<file path="src/rtl/seq_divider_if.sv">
// Start/ready/done handshake and operand/result bundle for seq_divider.
interface seq_divider_if #(
  parameter int WIDTH = 8
);
  logic             start;
  logic             sign;
  logic [WIDTH-1:0] dividend;
  logic [WIDTH-1:0] divisor;
  logic             ready;
  logic             done;
  logic [WIDTH-1:0] quotient;
  logic [WIDTH-1:0] remainder;
  logic             div_by_zero;

  modport master (
    output start, sign, dividend, divisor,
    input  ready, done, quotient, remainder, div_by_zero
  );

  modport slave (
    input  start, sign, dividend, divisor,
    output ready, done, quotient, remainder, div_by_zero
  );
endinterface

</file>
<file path="src/rtl/seq_divider.sv">
// Multi-cycle restoring divider: one quotient bit per clock, divide-by-zero flag.
// Define SEQ_DIV_SIGNED_EN to honour the sign input (two's complement operands).
module seq_divider #(
  parameter int WIDTH = 8
) (
  input  logic         clk,
  input  logic         rst,
  seq_divider_if.slave bus
);
  localparam int CW = $clog2(WIDTH + 1);

  typedef enum logic [1:0] {IDLE = 2'd0, RUN = 2'd1, DONE = 2'd2} state_t;

  state_t           state, state_nxt;
  logic [CW-1:0]    cnt;
  logic             ready, done, accept, dvs_zero;
  logic [WIDTH-1:0] quo_r, rem_r;
  logic             dbz_r;

  logic [WIDTH-1:0] part_rem, quo_w, dvs_w;
  logic [WIDTH-1:0] dvd_mag, dvs_mag;
  logic [WIDTH:0]   shifted, diff;
  logic             quo_bit;
  logic [WIDTH-1:0] rem_step, quo_step, quo_fin, rem_fin;

  assign dvs_zero = (bus.divisor == '0);
  assign accept   = bus.start && ready;

  // One restoring step: shift in the next dividend bit, trial-subtract, keep or restore
  assign shifted  = {part_rem, quo_w[WIDTH-1]};
  assign diff     = shifted - {1'b0, dvs_w};
  assign quo_bit  = ~diff[WIDTH];
  assign rem_step = quo_bit ? diff[WIDTH-1:0] : shifted[WIDTH-1:0];
  assign quo_step = {quo_w[WIDTH-2:0], quo_bit};

`ifdef SEQ_DIV_SIGNED_EN
  logic dvd_neg, dvs_neg, neg_q, neg_r;

  function automatic logic [WIDTH-1:0] negate(input logic [WIDTH-1:0] x);
    logic [WIDTH:0] ext;
    ext = ~{x[WIDTH-1], x} + 1'b1;
    return ext[WIDTH-1:0];
  endfunction

  assign dvd_neg = bus.sign & bus.dividend[WIDTH-1];
  assign dvs_neg = bus.sign & bus.divisor[WIDTH-1];
  assign dvd_mag = dvd_neg ? negate(bus.dividend) : bus.dividend;
  assign dvs_mag = dvs_neg ? negate(bus.divisor) : bus.divisor;
  // Magnitude results get their signs back: quotient toward zero, remainder follows dividend
  assign quo_fin = neg_q ? negate(quo_step) : quo_step;
  assign rem_fin = neg_r ? negate(rem_step) : rem_step;

  always_ff @(posedge clk) begin
    if (accept) begin
      neg_q <= dvd_neg ^ dvs_neg;
      neg_r <= dvd_neg;
    end
  end
`else
  logic sign_unused;
  assign sign_unused = bus.sign;
  assign dvd_mag     = bus.dividend;
  assign dvs_mag     = bus.divisor;
  assign quo_fin     = quo_step;
  assign rem_fin     = rem_step;
`endif

  always_ff @(posedge clk) begin
    if (rst) state <= IDLE;
    else     state <= state_nxt;
  end

  always_comb begin
    state_nxt = state;
    ready     = 1'b0;
    done      = 1'b0;
    case (state)
      IDLE, DONE: begin
        ready     = 1'b1;
        done      = (state == DONE);
        state_nxt = IDLE;
        if (bus.start) state_nxt = dvs_zero ? DONE : RUN;
      end
      // Counter reaches zero on the edge that retires the last bit
      RUN:     if (cnt == CW'(1)) state_nxt = DONE;
      default: state_nxt = IDLE;
    endcase
  end

  always_ff @(posedge clk) begin
    if (rst) begin
      cnt   <= '0;
      quo_r <= '0;
      rem_r <= '0;
      dbz_r <= 1'b0;
    end else if (accept) begin
      cnt   <= CW'(WIDTH);
      dbz_r <= dvs_zero;
      if (dvs_zero) begin
        quo_r <= '1;
        rem_r <= bus.dividend;
      end
    end else if (state == RUN) begin
      cnt <= cnt - 1'b1;
      if (cnt == CW'(1)) begin
        quo_r <= quo_fin;
        rem_r <= rem_fin;
      end
    end
  end

  always_ff @(posedge clk) begin
    if (accept) begin
      part_rem <= '0;
      quo_w    <= dvd_mag;
      dvs_w    <= dvs_mag;
    end else if (state == RUN) begin
      part_rem <= rem_step;
      quo_w    <= quo_step;
    end
  end

  assign bus.ready       = ready;
  assign bus.done        = done;
  assign bus.quotient    = quo_r;
  assign bus.remainder   = rem_r;
  assign bus.div_by_zero = dbz_r;
endmodule

</file>
<file path="src/flat_wrapper.sv">
// flat-port wrapper written by rule: the top's interface ports become plain ports
module seq_divider_flat 
#(
  parameter int WIDTH = 8
)
  (clk, rst, bus_start, bus_sign, bus_dividend, bus_divisor, bus_ready, bus_done, bus_quotient, bus_remainder, bus_div_by_zero);
  seq_divider_if #(.WIDTH(WIDTH)) bus_i ();
  input  logic clk;
  input  logic rst;
  input wire logic [$bits(bus_i.start)-1:0] bus_start;
  input wire logic [$bits(bus_i.sign)-1:0] bus_sign;
  input wire logic [$bits(bus_i.dividend)-1:0] bus_dividend;
  input wire logic [$bits(bus_i.divisor)-1:0] bus_divisor;
  output wire logic [$bits(bus_i.ready)-1:0] bus_ready;
  output wire logic [$bits(bus_i.done)-1:0] bus_done;
  output wire logic [$bits(bus_i.quotient)-1:0] bus_quotient;
  output wire logic [$bits(bus_i.remainder)-1:0] bus_remainder;
  output wire logic [$bits(bus_i.div_by_zero)-1:0] bus_div_by_zero;
  assign bus_i.start = bus_start;
  assign bus_i.sign = bus_sign;
  assign bus_i.dividend = bus_dividend;
  assign bus_i.divisor = bus_divisor;
  assign bus_ready = bus_i.ready;
  assign bus_done = bus_i.done;
  assign bus_quotient = bus_i.quotient;
  assign bus_remainder = bus_i.remainder;
  assign bus_div_by_zero = bus_i.div_by_zero;
  seq_divider #(.WIDTH(WIDTH)) u_core (.clk(clk), .rst(rst), .bus(bus_i));
endmodule
</file>
<file path="config.mk">
export PLATFORM = sky130hd
export DESIGN_NAME = seq_divider_flat
export DESIGN_NICKNAME = d
export VERILOG_FILES = /design/src/rtl/seq_divider_if.sv /design/src/rtl/seq_divider.sv /design/src/flat_wrapper.sv
export SDC_FILE = /design/constraint.sdc
export NUM_CORES = 1
export LEC_CHECK = 0
export ABC_CLOCK_PERIOD_IN_PS = 4400
export CORE_MARGIN = 2
export CORE_UTILIZATION = 57
export DETAILED_ROUTE_END_ITERATION = 6
export PLACE_DENSITY = 0.94
export SLEW_MARGIN = 30
export SYNTH_ARGS = -nofsm -noshare
export SYNTH_HDL_FRONTEND = slang
export SYNTH_SLANG_ARGS = --single-unit
</file>
<file path="constraint.sdc">
create_clock -name clk -period 4.4 [get_ports clk]
set_input_delay 0.66 -clock clk [delete_from_list [all_inputs] [get_ports clk]]
set_output_delay 0.66 -clock clk [all_outputs]
set_load 0.005 [all_outputs]
</file>
# Yosys cells after proc, flatten, opt, wreduce, memory -nomap -nowiden
# Index checks and enable logic that the tools add are counted.
# op_classes
reduce_logical	8
n_shift	0
div_mod_pow	0
magnitude_cmp	0
n_addsub	2
multipliers	0
eq_ne	5
mux	19
n_bitwise	1
# ops
cell	n
two-way mux 8 bit	11
subtractor 9 x 8 -> 9 bit	1
logical NOT 8 bit	1
two-way mux 4 bit	2
two-way mux 2 bit	3
== test 4 x 1 -> 1 bit (second input constant)	1
case mux 2 bit (2 select lines)	1
nonzero test 2 bit	2
OR reduction 2 bit	2
subtractor 4 x 1 -> 4 bit (second input constant)	1
AND reduction 3 bit	1
== test 2 x 1 -> 1 bit (second input constant)	1
== test 2 bit (second input constant)	1
logical NOT 2 bit	1
two-way mux 1 bit	2
inequality test 2 x 1 -> 1 bit (second input constant)	1
inequality test 2 bit (second input constant)	1
logical AND 1 bit	1
NOT 1 bit	1
# totals
latch_bits	0
elab_cells	44
memories	0
reg_bits	47
ram_bits	0
inputBits	20
output_inout_bits	19
romBits	0

# Logic depth before layout (Yosys ltp)
# depth
ltp_word	6
mapped_depth	12
mapped_depth_nobuf	10

# Worst setup path after synthesis
# No wires, ideal clock.
# synth_path
path_kind	reg2reg
startpoint	register u_core.quo_w[7]
endpoint	register u_core.rem_r[3] (netlist: u_core.bus.remainder[3])
synth_period_minus_slack_ns	2.343
required_time_ns	4.268
stages_incl_launch_ff	13
setup_slack_ns	2.057
setup_ns	0.132
t_arrival_ns	2.212
n_path_buf	2
cell_sequence	edfxtp_1 inv_1 ha_1 inv_1 fa_1 a211oi_2 nor3_2 mux2i_1 o2111a_1 buf_6 buf_12 mux2i_1 o22ai_1
# synth_between
elab_chain_len	5
# synth_rtl
item	line	rtl
start, declared	seq_divider.sv:20	logic [WIDTH-1:0] part_rem, quo_w, dvs_w;
start signal, assigned	seq_divider.sv:115	quo_w <= dvd_mag;
start signal, assigned	seq_divider.sv:119	quo_w <= quo_step;
subtractor 9 x 8 -> 9 bit	seq_divider.sv:31	assign diff = shifted - {1'b0, dvs_w};
two-way mux 8 bit	seq_divider.sv:33	assign rem_step = quo_bit ? diff[WIDTH-1:0] : shifted[WIDTH-1:0];
two-way mux 8 bit	seq_divider.sv:105	if (cnt == CW'(1)) begin
two-way mux 8 bit	seq_divider.sv:103	end else if (state == RUN) begin
two-way mux 8 bit	seq_divider.sv:96	end else if (accept) begin
end signal, assigned	seq_divider.sv:101	rem_r <= bus.dividend;
end signal, assigned	seq_divider.sv:107	rem_r <= rem_fin;
end, declared	seq_divider.sv:17	logic [WIDTH-1:0] quo_r, rem_r;
# Every way passes these cells. The select of a mux whose other input is x is not followed.
# A chain may end at the register's enable or synchronous reset.

# Final worst setup path
# layout_path
startpoint	register u_core.quo_w[7]
endpoint	register u_core.rem_r[6] (netlist: u_core.bus.remainder[6])
# The elaborated chain is that of the path after synthesis.

==> results.toml <==
[drt]
vias = 1899
routed_wl_mm = 4.83
dr.first_iter.drc_count = 151
drtPass1Iterations = 4
wl_per_cell_um = 14.7
drc = 0
ant_nets = 0
vias_per_cell = 5.77

[run]
max-cap-violations = 0

[pwr]
peakVddDrop_uv = 264
cellLeakagePower_uw = 0.00112
p_per_area_nw_per_um2 = 423

[placed_design]
placed_area_um2 = 2700
hpwl_mm = 3.50
port_buffers = 37
place_congestion = 0.847

[timing]
slew_viol_final = 0
rsz0062_at_grt = "false"
finalCriticalPeriod_ps = 3020
clock.fmax_mhz = 331
finalSetupTns_ps = 0
hold_viol = 0
finalCritPeriodShare_pct = 68.6
tightest_slew_ps = 855
setup_viol = 0
fin_skew_ps = 7.81
max_slew_margin_pct = 42.8

[worst_hold_path]
hold_class = "flip-flop to flip-flop"
hold_depth = 2

[worst_setup_path]
path_max_fanout = 15
critical_path_required_ps = 4560
rr_worst_depth = 10
end_kind = "flip-flop"
cp.arrival_ps = 3170
path_class = "flip-flop to flip-flop"
worstSetupStartpointType = "flip-flop"

[yosys]
yosysSeqAreaShare_pct = 47.4
ys_ff_latch = 47
synth.avg_cell_area_um2 = 9.52
synth_edf_count = 16
synth_nets = 275
synth_cells = 244
synth.distinct_cells = 49
async_flop_share_pct = 0
yosys_warnings = 0
syn_area_um2 = 2320
synth_top_flop_cell = "dfxtp_1"

[grt]
antenna_found_initial = 0
track_usage_pct = 22.9
grt_pass1_wl_mm = 7.78
overflow = 0
first_global_vias = 1734
grt_max_degree = 26

[layout]
area_growth_pct = 20.4
final_area_um2 = 2800
fin_util_pct = 70.4
fillers = 293
final_cell_mix = "clkdlybuf4s50_1 (37), nand2_1 (33), dfxtp_1 (31), nor3_1 (18)"
mostFrequentLayoutCell = "clkdlybuf4s50_1"
drive_gt1_share_pct = 8.96
nNetsFinal = 309
antennaDiodeCount = 0

[clock_network]
cts-root-buf = "clkbuf_8"
htreeDepth = 2
clkSlewWorstSetupHoldPaths_ps = 90
cts_buffers = 5
cts_tree = "built"
cts_buffer_depth = 2
insertion_delay_ps = 310
ctsResizeCount = 0
hold_buffers = 0
numClockSinks = 47
cts_setup_buffers = 0

[die]
num_io_pins = 39
core-area_um2 = 3970
start_util_pct = 58.5
die-area_um2 = 4600
die_width_um = 67.8
die_h_um = 67.8
num_rows = 23

[run_status]
run_status = "completed"
==> final cells by class <==
class | instances | area (um2) | share of cell area (%)
Clock buffer | 6 | 82.6 | 2.95
Clock inverter | 2 | 15.0 | 0.537
Inverter | 16 | 60.1 | 2.15
Multi-Input combinational cell | 169 | 1090 | 39.0
Sequential cell | 47 | 1100 | 39.4
Tap cell | 50 | 62.6 | 2.24
Timing Repair Buffer | 39 | 385 | 13.8
==> synthesized netlist by cell type, types with 7 or more instances <==
cell type  instances  share of area (%)
nand2_1           33                5.3
dfxtp_1           31                 27
nor3_1            18                3.9
edfxtp_1          16                 21
nor2_1            16                2.6
a21oi_1           14                3.0
inv_1             14                2.3
ha_1              10                5.4
clkbuf_1           8                1.3
o21ai_0            7                1.5
o22ai_1            7                1.9
==> cell families after synthesis <==
group	Yosys count	synth area share (%)
XOR/XNOR	8	3.02
buffers and inverters	28	5.66
adder cells (fa/ha/maj)	11	6.25
AO/OA/AOI/OAI	51	14.9
flip-flops	47	47.4
multiplexers	8	3.72
AND/OR/NAND/NOR	91	19.1
==> critical path, cell delays in order, from the launching register on <==
cell and delay (ps):
edfxtp_1 440, inv_1 110, ha_1 160, inv_1 50, fa_1 440, a211oi_2 300, nor3_2 90, mux2i_1 160
o2111a_1 630, mux2i_1 390, a221oi_2 100
==> per-stage QoR <==
stage               hold WS, ps  std cells  setup WS [ps]  power [uW]
floorplan                   446        244           2060         834
global placement            446        321           1340         887
detailed placement          447        321           1310         906
CTS                         460        329           1420        1180
global route                508        329           1190        1250
finish                      458        329           1380        1180
==> metal layers <==
metal / wire, um / part of all wire, % / GRT usage, %
met1: 2000 / 41 / 30.0
met2: 2430 / 50 / 36.9
met3: 332 / 6.9 / 4.93
met4: 70 / 1.5 / 9.50
met5: 0 / 0 / 0
==> report_power, final <==
part | total (uW) | switching [uW] | internal [uW] | leakage [uW]
Combinational | 359 | 197 | 162 | 0.000655
Clock | 282 | 153 | 129 | 0.0000517
Sequential | 543 | 38.2 | 504 | 0.000409
==> final timing paths <==
check	start	end	slack [ps]
worst max-delay path	u_core.quo_w[7]$_DFFE_PP_	u_core.bus.remainder[6]$_SDFFE_PP0P_	1380
worst min-delay path	u_core.bus.div_by_zero$_SDFFE_PP0P_	u_core.bus.div_by_zero$_SDFFE_PP0P_	460
worst max register to register	u_core.quo_w[7]$_DFFE_PP_	u_core.bus.remainder[6]$_SDFFE_PP0P_	1380
worst min register to register	u_core.bus.div_by_zero$_SDFFE_PP0P_	u_core.bus.div_by_zero$_SDFFE_PP0P_	460
==> state kept, by name, summed over array words and instances, names as in the netlist <==
name,count
u_core.bus.quotient,8
u_core.bus.remainder,8
u_core.dvs_w,8
u_core.part_rem,8
u_core.quo_w,8
u_core.cnt,4
u_core.state,2
u_core.bus.div_by_zero,1
(Power assumes the default switching activity.)
